### src/rtl/alarm_pkg.sv
// rtl/alarm_pkg.sv - shared types, widths and wrap-step helper for the alarm bank
package alarm_pkg;

  localparam int HOUR_W           = 5;
  localparam int MIN_W            = 6;
  localparam int HOUR_MAX_DEFAULT = 23;
  localparam int MIN_MAX_DEFAULT  = 59;

  typedef enum logic [2:0] {
    S_SEL     = 3'd0,
    S_HOURS   = 3'd1,
    S_MINUTES = 3'd2,
    S_ENABLE  = 3'd3,
    S_COMMIT  = 3'd4
  } state_t;

  // One step up or down with wrap between 0 and max_val.
  function automatic logic [5:0] wrap_step(input logic [5:0] value,
                                           input logic [5:0] max_val,
                                           input logic       up);
    if (up) return (value >= max_val) ? 6'd0 : value + 6'd1;
    else    return (value == 6'd0) ? max_val : value - 6'd1;
  endfunction

endpackage

### src/rtl/alarm_match.sv
// rtl/alarm_match.sv - combinational compare of all slots against the current time
module alarm_match
  import alarm_pkg::*;
#(
  parameter int NUM_ALARMS = 4,
  parameter int IDX_W      = (NUM_ALARMS > 1) ? $clog2(NUM_ALARMS) : 1
) (
  input  logic [NUM_ALARMS-1:0][HOUR_W-1:0] slot_h,
  input  logic [NUM_ALARMS-1:0][MIN_W-1:0]  slot_m,
  input  logic [NUM_ALARMS-1:0]             slot_en,
  input  logic [HOUR_W-1:0]                 cur_hours,
  input  logic [MIN_W-1:0]                  cur_minutes,
  output logic [NUM_ALARMS-1:0]             match,
  output logic                              any_match,
  output logic [IDX_W-1:0]                  low_idx
);

  always_comb begin
    match = '0;
    for (int i = 0; i < NUM_ALARMS; i++)
      match[i] = slot_en[i] && (slot_h[i] == cur_hours) && (slot_m[i] == cur_minutes);
  end

  assign any_match = |match;

  // Scan from the top so the lowest matching index is the one left standing.
  always_comb begin
    low_idx = '0;
    for (int i = NUM_ALARMS - 1; i >= 0; i--)
      if (match[i]) low_idx = IDX_W'(i);
  end

endmodule

### src/rtl/alarm_bank.sv
// rtl/alarm_bank.sv - multi-slot alarm store with button edit FSM and latched ring
module alarm_bank
  import alarm_pkg::*;
#(
  parameter int NUM_ALARMS = 4,
  parameter int IDX_W      = (NUM_ALARMS > 1) ? $clog2(NUM_ALARMS) : 1,
  parameter int HOUR_MAX   = HOUR_MAX_DEFAULT,
  parameter int MIN_MAX    = MIN_MAX_DEFAULT
) (
  input  logic                  clk,
  input  logic                  rst,
  input  logic                  set_alarm_en,
  input  logic                  mode_button,
  input  logic                  inc_button,
  input  logic                  dec_button,
  input  logic                  dismiss_button,
  input  logic [HOUR_W-1:0]     cur_hours,
  input  logic [MIN_W-1:0]      cur_minutes,
  input  logic                  minute_tick,
  output logic [IDX_W-1:0]      sel_idx,
  output logic [HOUR_W-1:0]     o_hours,
  output logic [MIN_W-1:0]      o_minutes,
  output logic                  o_edit_en,
  output logic [NUM_ALARMS-1:0] o_alarm_en,
  output logic                  ack_flag,
  output logic                  ring,
  output logic [IDX_W-1:0]      ring_idx
);

  logic [NUM_ALARMS-1:0][HOUR_W-1:0] slot_h;
  logic [NUM_ALARMS-1:0][MIN_W-1:0]  slot_m;
  logic [NUM_ALARMS-1:0]             slot_en;

  state_t              state;
  logic [HOUR_W-1:0]   shadow_h;
  logic [MIN_W-1:0]    shadow_m;
  logic                shadow_en;

  logic                step_any;
  logic [5:0]          sel_next;
  logic [5:0]          h_next;
  logic [5:0]          m_next;

  logic [NUM_ALARMS-1:0] match_vec;
  logic                  any_match;
  logic [IDX_W-1:0]      match_idx;
  logic                  unused_match;

  // inc and dec pressed together cancel out.
  assign step_any = inc_button ^ dec_button;
  assign sel_next = wrap_step(6'(sel_idx), 6'(NUM_ALARMS - 1), inc_button);
  assign h_next   = wrap_step(6'(shadow_h), 6'(HOUR_MAX), inc_button);
  assign m_next   = wrap_step(shadow_m, 6'(MIN_MAX), inc_button);

  always_ff @(posedge clk or posedge rst) begin
    if (rst) begin
      state     <= S_SEL;
      sel_idx   <= '0;
      shadow_h  <= '0;
      shadow_m  <= '0;
      shadow_en <= 1'b0;
      slot_h    <= '0;
      slot_m    <= '0;
      slot_en   <= '0;
    end else if (!set_alarm_en) begin
      state <= S_SEL;
    end else begin
      unique case (state)
        S_SEL: begin
          if (mode_button) begin
            shadow_h  <= slot_h[sel_idx];
            shadow_m  <= slot_m[sel_idx];
            shadow_en <= slot_en[sel_idx];
            state     <= S_HOURS;
          end else if (step_any) begin
            sel_idx <= sel_next[IDX_W-1:0];
          end
        end
        S_HOURS: begin
          if (mode_button)   state    <= S_MINUTES;
          else if (step_any) shadow_h <= h_next[HOUR_W-1:0];
        end
        S_MINUTES: begin
          if (mode_button)   state    <= S_ENABLE;
          else if (step_any) shadow_m <= m_next;
        end
        S_ENABLE: begin
          if (mode_button)   state     <= S_COMMIT;
          else if (step_any) shadow_en <= ~shadow_en;
        end
        S_COMMIT: begin
          slot_h[sel_idx]  <= shadow_h;
          slot_m[sel_idx]  <= shadow_m;
          slot_en[sel_idx] <= shadow_en;
          state            <= S_SEL;
        end
        default: state <= S_SEL;
      endcase
    end
  end

  assign ack_flag   = (state == S_COMMIT) && set_alarm_en;
  assign o_alarm_en = slot_en;

  always_comb begin
    o_hours   = slot_h[sel_idx];
    o_minutes = slot_m[sel_idx];
    o_edit_en = slot_en[sel_idx];
    if (state == S_HOURS || state == S_MINUTES || state == S_ENABLE) begin
      o_hours   = shadow_h;
      o_minutes = shadow_m;
      o_edit_en = shadow_en;
    end
  end

  alarm_match #(
    .NUM_ALARMS (NUM_ALARMS),
    .IDX_W      (IDX_W)
  ) u_match (
    .slot_h      (slot_h),
    .slot_m      (slot_m),
    .slot_en     (slot_en),
    .cur_hours   (cur_hours),
    .cur_minutes (cur_minutes),
    .match       (match_vec),
    .any_match   (any_match),
    .low_idx     (match_idx)
  );

  assign unused_match = ^match_vec;

  // A match outranks a dismiss arriving in the same cycle.
  always_ff @(posedge clk or posedge rst) begin
    if (rst) begin
      ring     <= 1'b0;
      ring_idx <= '0;
    end else if (minute_tick && any_match) begin
      ring     <= 1'b1;
      ring_idx <= match_idx;
    end else if (dismiss_button) begin
      ring <= 1'b0;
    end
  end

endmodule

### config.mk
export PLATFORM = sky130hd
export DESIGN_NAME = alarm_bank
export DESIGN_NICKNAME = d
export VERILOG_FILES = /design/src/rtl/alarm_pkg.sv /design/src/rtl/alarm_match.sv /design/src/rtl/alarm_bank.sv
export SDC_FILE = /design/constraint.sdc
export NUM_CORES = 1
export LEC_CHECK = 0
export ABC_AREA = 1
export CORE_ASPECT_RATIO = 0.9
export CORE_MARGIN = 4
export CORE_UTILIZATION = 39
export CTS_CLUSTER_SIZE = 30
export DETAILED_ROUTE_END_ITERATION = 10
export SYNTH_ARGS = -nofsm -noshare
export SYNTH_HDL_FRONTEND = slang
export SYNTH_HIERARCHICAL = 1
export SYNTH_SLANG_ARGS = --single-unit
### constraint.sdc
create_clock -name clk -period 2.3 [get_ports clk]
set_input_delay 0.46 -clock clk [delete_from_list [all_inputs] [get_ports clk]]
set_output_delay 0.46 -clock clk [all_outputs]
set_load 0.01 [all_outputs]
# Word level (Yosys, flattened, before mapping)
# Index checks and enable logic that the tools add are counted.
[op_classes]
add_sub_neg = 6
n_lt_le_gt_ge = 5
n_eq_ne = 23
n_mux = 51
bitwise = 3
n_reduce_logical = 28
[op_table]
columns = ["operator", "count"]
rows = [
  ["$mux W6", 9],
  ["$mux W5", 9],
  ["$bwmux W24", 1],
  ["$eq A6 B6 Y1", 4],
  ["$bwmux W20", 1],
  ["$eq A5 B5 Y1", 4],
  ["$mux W3", 5],
  ["$reduce_and A5 Y1", 3],
  ["$mux W2", 7],
  ["$ne A2 B2 Y1 const B", 7],
  ["$bmux W6 S2", 1],
  ["$demux W6 S2", 1],
  ["$ne A3 B3 Y1 const B", 4],
  ["$pmux W3 S4", 1],
  ["$pmux W6 S2", 1],
  ["$logic_and A1 B1 Y1", 11],
  ["$bmux W5 S2", 1],
  ["$demux W5 S2", 1],
  ["$pmux W5 S2", 1],
  ["$mux W1", 8],
  ["$reduce_and A4 Y1", 2],
  ["$reduce_bool A2 Y1", 4],
  ["$add A6 B1 Y6 const B", 1],
  ["$eq A3 B2 Y1 const B", 2],
  ["25 further kinds", 27],
]
[totals]
register_bits = 68
inputBits = 19
output_inout_bits = 22
word_cells = 132

# Depth between registers and ports, before layout
# Gate-level depths: netlist of the first run.
[logic_depth]
depth_word = 7
depth_mapped = 12
ltp_nobuf = 12

# Hierarchy
# Netlist of the first run, hierarchy kept.
[modules_own_cells]
columns = ["mod", "instances", "cells_per_inst", "area_each_um2", "seq_area_each_um2"]
rows = [
  ["alarm_bank", 1, 537, 3819.9, 1701.6],
  ["alarm_match", 1, 154, 764.5, 0.0],
]

# Least setup slack after synthesis of the first run
# OpenSTA, ideal clock, no wires.
[synth_timing]
kind = "register to output"
start = "reg sel_idx[0]"
end = "out o_hours[0]"
arrival_time_ps = 1442
t_required_ps = 1840
setup_slack_ps = 398
stages_incl_launch_ff = 8
path_buffers = 2
cell_sequence = "dfrtp_1 -> buf_2 -> clkinv_1 -> clkbuf_1 -> nand2_1 -> nand3_1 -> nand2_1 -> o21ai_0"
[synth_via]
elab_chain_cells = 3
[synth_lines]
columns = ["item", "line", "source"]
rows = [
  ["from (decl)", "alarm_bank.sv:20", "output logic [IDX_W-1:0] sel_idx,"],
  ["from (signal assigned)", "alarm_bank.sv:76", "sel_idx <= sel_next[IDX_W-1:0];"],
  ["$bmux W5 S2", "alarm_bank.sv:106", "o_hours = slot_h[sel_idx];"],
  ["$mux W5 (implied by the code)", "alarm_bank.sv:106", ""],
  ["$mux W5", "alarm_bank.sv:109", "if (state == S_HOURS || state == S_MINUTES || state == S_ENABLE) begin"],
  ["to (decl)", "alarm_bank.sv:21", "output logic [HOUR_W-1:0] o_hours,"],
]
# No other way between the ends. The select of a mux whose other input is x is not followed.

# Worst setup path in the final report of the first run
[layout_timing]
start = "reg sel_idx[0]"
end = "out o_hours[1]"
# The elaborated chain is that of the path after synthesis.

==> metrics.txt, run 1 <==
status=complete, no violations; # hold bufs at CTS=0; WS Path Type=flip-flop to primary output; number of global-route vias before repair=4453; fin crit period=2200 ps; top sig layer=met4; CTS H-tree lvls=3; # fillers=1185; WL met3=856 µm; CTS Buffer Depth=2; CP Launch Type=flip-flop; Die Width=122 µm; fmax=455 MHz; clock-pin slew on the worst setup and hold paths=60 ps; initial antenna violation count=0; worst-path fanout max=25; PwrDens=993 mW/mm²; n_diodes=0; DRT met1 WL=6750 µm; max-cap violations=0; RSZ-0062 raised after global routing=true; clk sinks=68; via count=4628; P_leak=0.00261 µW; Mapped Avg Cell Area=6.64 µm²; initial DRC count=385; Peak VDD IR=0.561 mV; largest net degree at the start of global routing=69; Total Power=5600 µW; placed instance count=892; initial core utilization=40.0%; routed len/inst=15.6 µm; DP Wirelength=10600 µm; WP data arrival=1740 ps; Cells after Synth=689; Vias/cell=5.09; final hold vios=0; DRC viols=0; final hold slack=492 ps; worst min path class=primary input to asynchronous set/reset pin; Post-Layout Inst Area=0.00563 mm²; synth warn=6; clk_lat worst skew=340 ps; NumNets Final=776; Area Overhead vs Synth=23.1%; RR Startpoint=state[0]; PortBufs=40; Syn Nets=717; share of cells above drive strength 1=12.0%; GR Util All Layers=22.2%; fin util=49.3%; Site Rows=37; Routed Wire Length=14200 µm; TritonCTS clock tree=yes; Setup Viol. Count Final=0; fin crit share=95.6%; dpl cell area=0.00535 mm²; CP Capture Type=primary output; Post-Layout Cell Count=909; Crit. Startpoint=sel_idx[0]; global-route wire length before repair=23500 µm; Clock Skew=6.87 ps; RD Place Congestion=0.978; IO Pins=41; required time of the critical path=1840 ps; die extent in y=111 µm; Slew Viols, Final=0; Netlist Area Pre-Place=0.00458 mm²; Die Area=0.0135 mm²; antenna-violating nets left=0; Rel. slew slack=67.7%; grt ovf=0; CTS Buf Count=9; Worst Tran Pin Value=484 ps; met2 routed WL=6260 µm; core area=0.0114 mm²; clk root buf=clkbuf_16; Pre-antenna DRT Iters=5
==> worst max-delay path: stages (launching register included) <==
cell	delay, ps
dfrtp_2	430
clkinv_2	90
buf_12	170
nand2_1	60
nand3_1	60
nand2_1	140
o21ai_2	170
clkdlybuf4s15_1	270
==> timing repair <==
item | CTS | global route
setup buffers | 0 | 1
gates resized for setup | 21 | 31
endpoints found under the setup margin | 13 | 12
pin swaps | 0 | 4
==> final cells by class <==
type                       instances  area, µm²  area share, %
timing repair buffer              76        676           12.0
tap                              156        195           3.47
clock buffer                       9        225           4.00
multi-input combinational        519       2500           44.3
sequential                        68       1700           30.2
clock inverter                     7       57.6           1.02
inverter                          74        279           4.95
==> state kept, by name, indices dropped and copies added, names as in the netlist <==
| register | cells |
|---|---|
| state | 3 |
| shadow_en | 1 |
| ring | 1 |
| slot_h | 20 |
| shadow_m | 6 |
| sel_idx | 2 |
| ring_idx | 2 |
| o_alarm_en | 4 |
| shadow_h | 5 |
| slot_m | 24 |
==> power by group <==
| part | leakage, µW | total [µW] | switching [µW] | internal, µW |
|---|---|---|---|---|
| Combinational | 0.00155 | 2580 | 1600 | 981 |
| Clock | 0.000134 | 1340 | 591 | 744 |
| Sequential | 0.000923 | 1680 | 290 | 1390 |
| Total | 0.00261 | 5600 | 2480 | 3120 |
==> layer usage <==
metal / vias up / GRT usage, %
li1: 2314 / -
met1: 2154 / 31.6
met2: 135 / 32.7
met3: 25 / 5.10
met4: 0 / 7.99
met5: - / 0
==> placed cells by master (no fill, tap or decap), types with 5 or more instances in the layout <==
| cell type | n |
|---|---|
| nand2_1 | 233 |
| nor2_1 | 69 |
| dfrtp_1 | 67 |
| o21ai_0 | 66 |
| inv_1 | 59 |
| nand3_1 | 43 |
| buf_4 | 33 |
| clkdlybuf4s50_1 | 27 |
| xnor2_1 | 16 |
| o21ai_1 | 14 |
| a21oi_1 | 13 |
| inv_2 | 11 |
| o211ai_1 | 10 |
| ha_1 | 9 |
| clkbuf_16 | 9 |
| nand4_1 | 8 |
| nor3_1 | 7 |
| clkbuf_2 | 6 |
| o21ai_2 | 5 |
| clkdlybuf4s15_1 | 5 |
==> final timing paths <==
path,to,slack (ps),depth (start not counted)
worst max-delay path,o_hours[1],100,7
worst min-delay path,shadow_m[3],490,3
worst max register to register,shadow_m[4],570,8
worst min register to register,ring_idx[1],510,1
max in group asynchronous,sel_idx[0],1470,3
min in group clk,ring_idx[1],510,1
==> per-stage QoR <==
step                      TNS, ps  setup slack, ps
after detailed placement    -55.5            -24.8
after CTS                       0            0.685
after floorplan                 0              128
after global routing        -31.5            -31.5
after global placement      -77.8            -26.9
final                           0              101
Note: power is estimated with default switching activity, not from simulation.
==> run 2: changes to the inputs <==
Settings changed: CTS_CLUSTER_DIAMETER set to 30, REMOVE_ABC_BUFFERS set to 1.
==> run 2 against run 1 <==
Net effect: utilization decreased by 0.20 points; worst hold slack better by 12 ps; non-clock buffer count down 4; critical path depth unchanged; register-to-register slack hardly changed; global-route usage decreased by 1.5 points; critical endpoint is now o_minutes[0]; largest cell class unchanged.
==> metrics.txt, run 2 (same netlist as run 1, synthesis figures left out) <==
n_diodes=0 (unchanged); dpl cell area=0.00530 mm² (-0.94%); PwrDens=1020 mW/mm² (+2.7%); CTS Buffer Depth=2 (unchanged); fin crit share=97.8% (+2.2 points); grt ovf=0 (unchanged); global-route wire length before repair=22300 µm (-5.1%); Rel. slew slack=67.3% (-0.33 points); Routed Wire Length=13600 µm (-4.4%); Slew Viols, Final=0 (unchanged); Pre-antenna DRT Iters=6 (+1); CP Launch Type=flip-flop; Post-Layout Inst Area=0.00561 mm² (-0.40%); P_leak=0.00261 µW (+0.37%); routed len/inst=15.0 µm (-3.9%); Largest register FFs=24 (unchanged); Clock Skew=5.81 ps (-1.06 ps); number of global-route vias before repair=4352 (-2.3%); final hold slack=505 ps (+12.2 ps); Biggest register=slot_m; final worst slack=51.2 ps (-49.6 ps); DRC viols=0 (unchanged); largest net degree at the start of global routing=69 (unchanged); DP Worst Slack=-40.1 ps (-15.2 ps); Vias/cell=5.17 (+1.5%); NumNets Final=772 (-0.52%); Largest regs=slot_m: 24 flops, slot_h: 20 flops, shadow_m: 6 flops; final hold vios=0 (unchanged); Peak VDD IR=0.524 mV (-6.7%); Die Area=0.0135 mm² (unchanged); Fin Setup TNS=0 ps (unchanged); most frequent cells in the layout=232 x nand2_1, 70 x nor2_1, 69 x o21ai_0, 67 x dfrtp_1, 59 x inv_1; WP data arrival=1790 ps (+50 ps); TritonCTS clock tree=yes; worst-path fanout max=13 (-48%); CTS H-tree lvls=3 (unchanged); worst min path class=primary input to asynchronous set/reset pin; initial DRC count=447 (+16%); fin crit period=2250 ps (+49.6 ps); PortBufs=40 (unchanged); clock-pin slew on the worst setup and hold paths=60 ps (about the same); max-cap violations=0 (unchanged); WS Path Type=flip-flop to primary output; required time of the critical path=1840 ps (about the same); initial core utilization=40.0% (unchanged); IO Pins=41 (unchanged); # fillers=1184 (-0.084%); RSZ-0062 raised after global routing=true; antenna-violating nets left=0 (unchanged); share of cells above drive strength 1=10.7% (-1.3 points); CTS Buf Count=9 (unchanged); die extent in y=111 µm (unchanged); Setup Viol. Count Final=0 (unchanged); DP Wirelength=9890 µm (-7.2%); Area Overhead vs Synth=22.6%; most common cell after layout, fill and taps aside=nand2_1; via count=4672 (+0.95%); clk sinks=68 (unchanged); Die Width=122 µm (unchanged); core area=0.0114 mm² (unchanged); Site Rows=37 (unchanged); initial antenna violation count=0 (unchanged); fmax=445 MHz (-2.2%); GR Util All Layers=20.7% (-1.5 points); clk root buf=clkbuf_16; CP Capture Type=primary output; clk_lat worst skew=330 ps (about the same); # hold bufs at CTS=0 (unchanged); Total Power=5720 µW (+2.3%); Worst Tran Pin Value=489 ps (+4.98 ps); RD Place Congestion=0.899 (-8.1%); status=complete, no violations
[run 2: changes by cell type in the layout (fill, tap and decap cells not counted), sizes merged]
cell,previous run,this run
dlygate4sd2,1,4
dlygate4sd1,1,0
clkbuf,15,18
clkinvlp,2,1
clkinv,6,5
inv,73,71
dlymetal6s2s,0,1
bufinv,0,2
buf,36,31
clkdlybuf4s15,5,1
[run 2: layout make-up]
cell class / count / area, µm² / area share (%)
clock buffer: 10 / 229 / 4.08
clock inverter: 5 / 77.6 / 1.38
inverter: 74 / 278 / 4.95
tap: 156 / 195 / 3.48
sequential: 68 / 1700 / 30.4
multi-input combinational: 519 / 2480 / 44.2
timing repair buffer: 72 / 649 / 11.6
[run 2: per-stage QoR]
step	std cells	utilization, %
floorplan	661	-
global placement	887	46.3
detailed placement	887	46.3
CTS	902	48.9
global route	904	49.1
finish	904	49.1
[run 2: routing by layer]
metal | wire length, µm | part of all wire (%) | track usage [%] | vias up
met4 | 178 | 1.3 | 4.78 | 0
met2 | 6140 | 45 | 31.6 | 168
met1 | 6320 | 47 | 29.9 | 2182
li1 | - | - | - | 2305
met5 | 0 | 0 | 0 | -
met3 | 951 | 7.0 | 4.49 | 17
[run 2: final timing paths]
path / endpoint / depth (start not counted) / slack (ps) / from
setup / recovery: o_minutes[0] / 7 / 50 / sel_idx[0]
hold / removal: slot_m[23] / 3 / 500 / rst
setup reg to reg: ring_idx[0] / 9 / 570 / slot_m[2]
hold reg to reg: ring_idx[1] / 1 / 510 / ring_idx[1]
max in group asynchronous: sel_idx[0] / 3 / 1440 / rst
min in group clk: ring_idx[1] / 1 / 510 / ring_idx[1]
[run 2: critical path, cell delays in order, from the launching register on]
cell           delay, ps
dfrtp_2              460
buf_12               170
o21ai_1              160
nand2_1               90
nand2_2              110
nor2_1                50
a21oi_1              130
dlygate4sd2_1        290
[run 2: power breakdown]
| part | internal, µW | switching (µW) | total [µW] |
|---|---|---|---|
| sequential | 1400 | 272 | 1670 |
| clock | 940 | 528 | 1470 |
| combinational | 995 | 1590 | 2590 |
[run 2: timing repair]
| item | in CTS | in global routing |
|---|---|---|
| gates resized for setup | 14 | 27 |
| setup buffers | 0 | 1 |
| endpoints found under the setup margin | 13 | 12 |
| gates cloned | 0 | 1 |
==> run 3: changes to the inputs <==
Settings changed: ABC_CLOCK_PERIOD_IN_PS set to 2300, SLEW_MARGIN set to 15.
==> results of run 3 <==
Same layout as run 2: the final DEF is identical, and so are final timing and power.
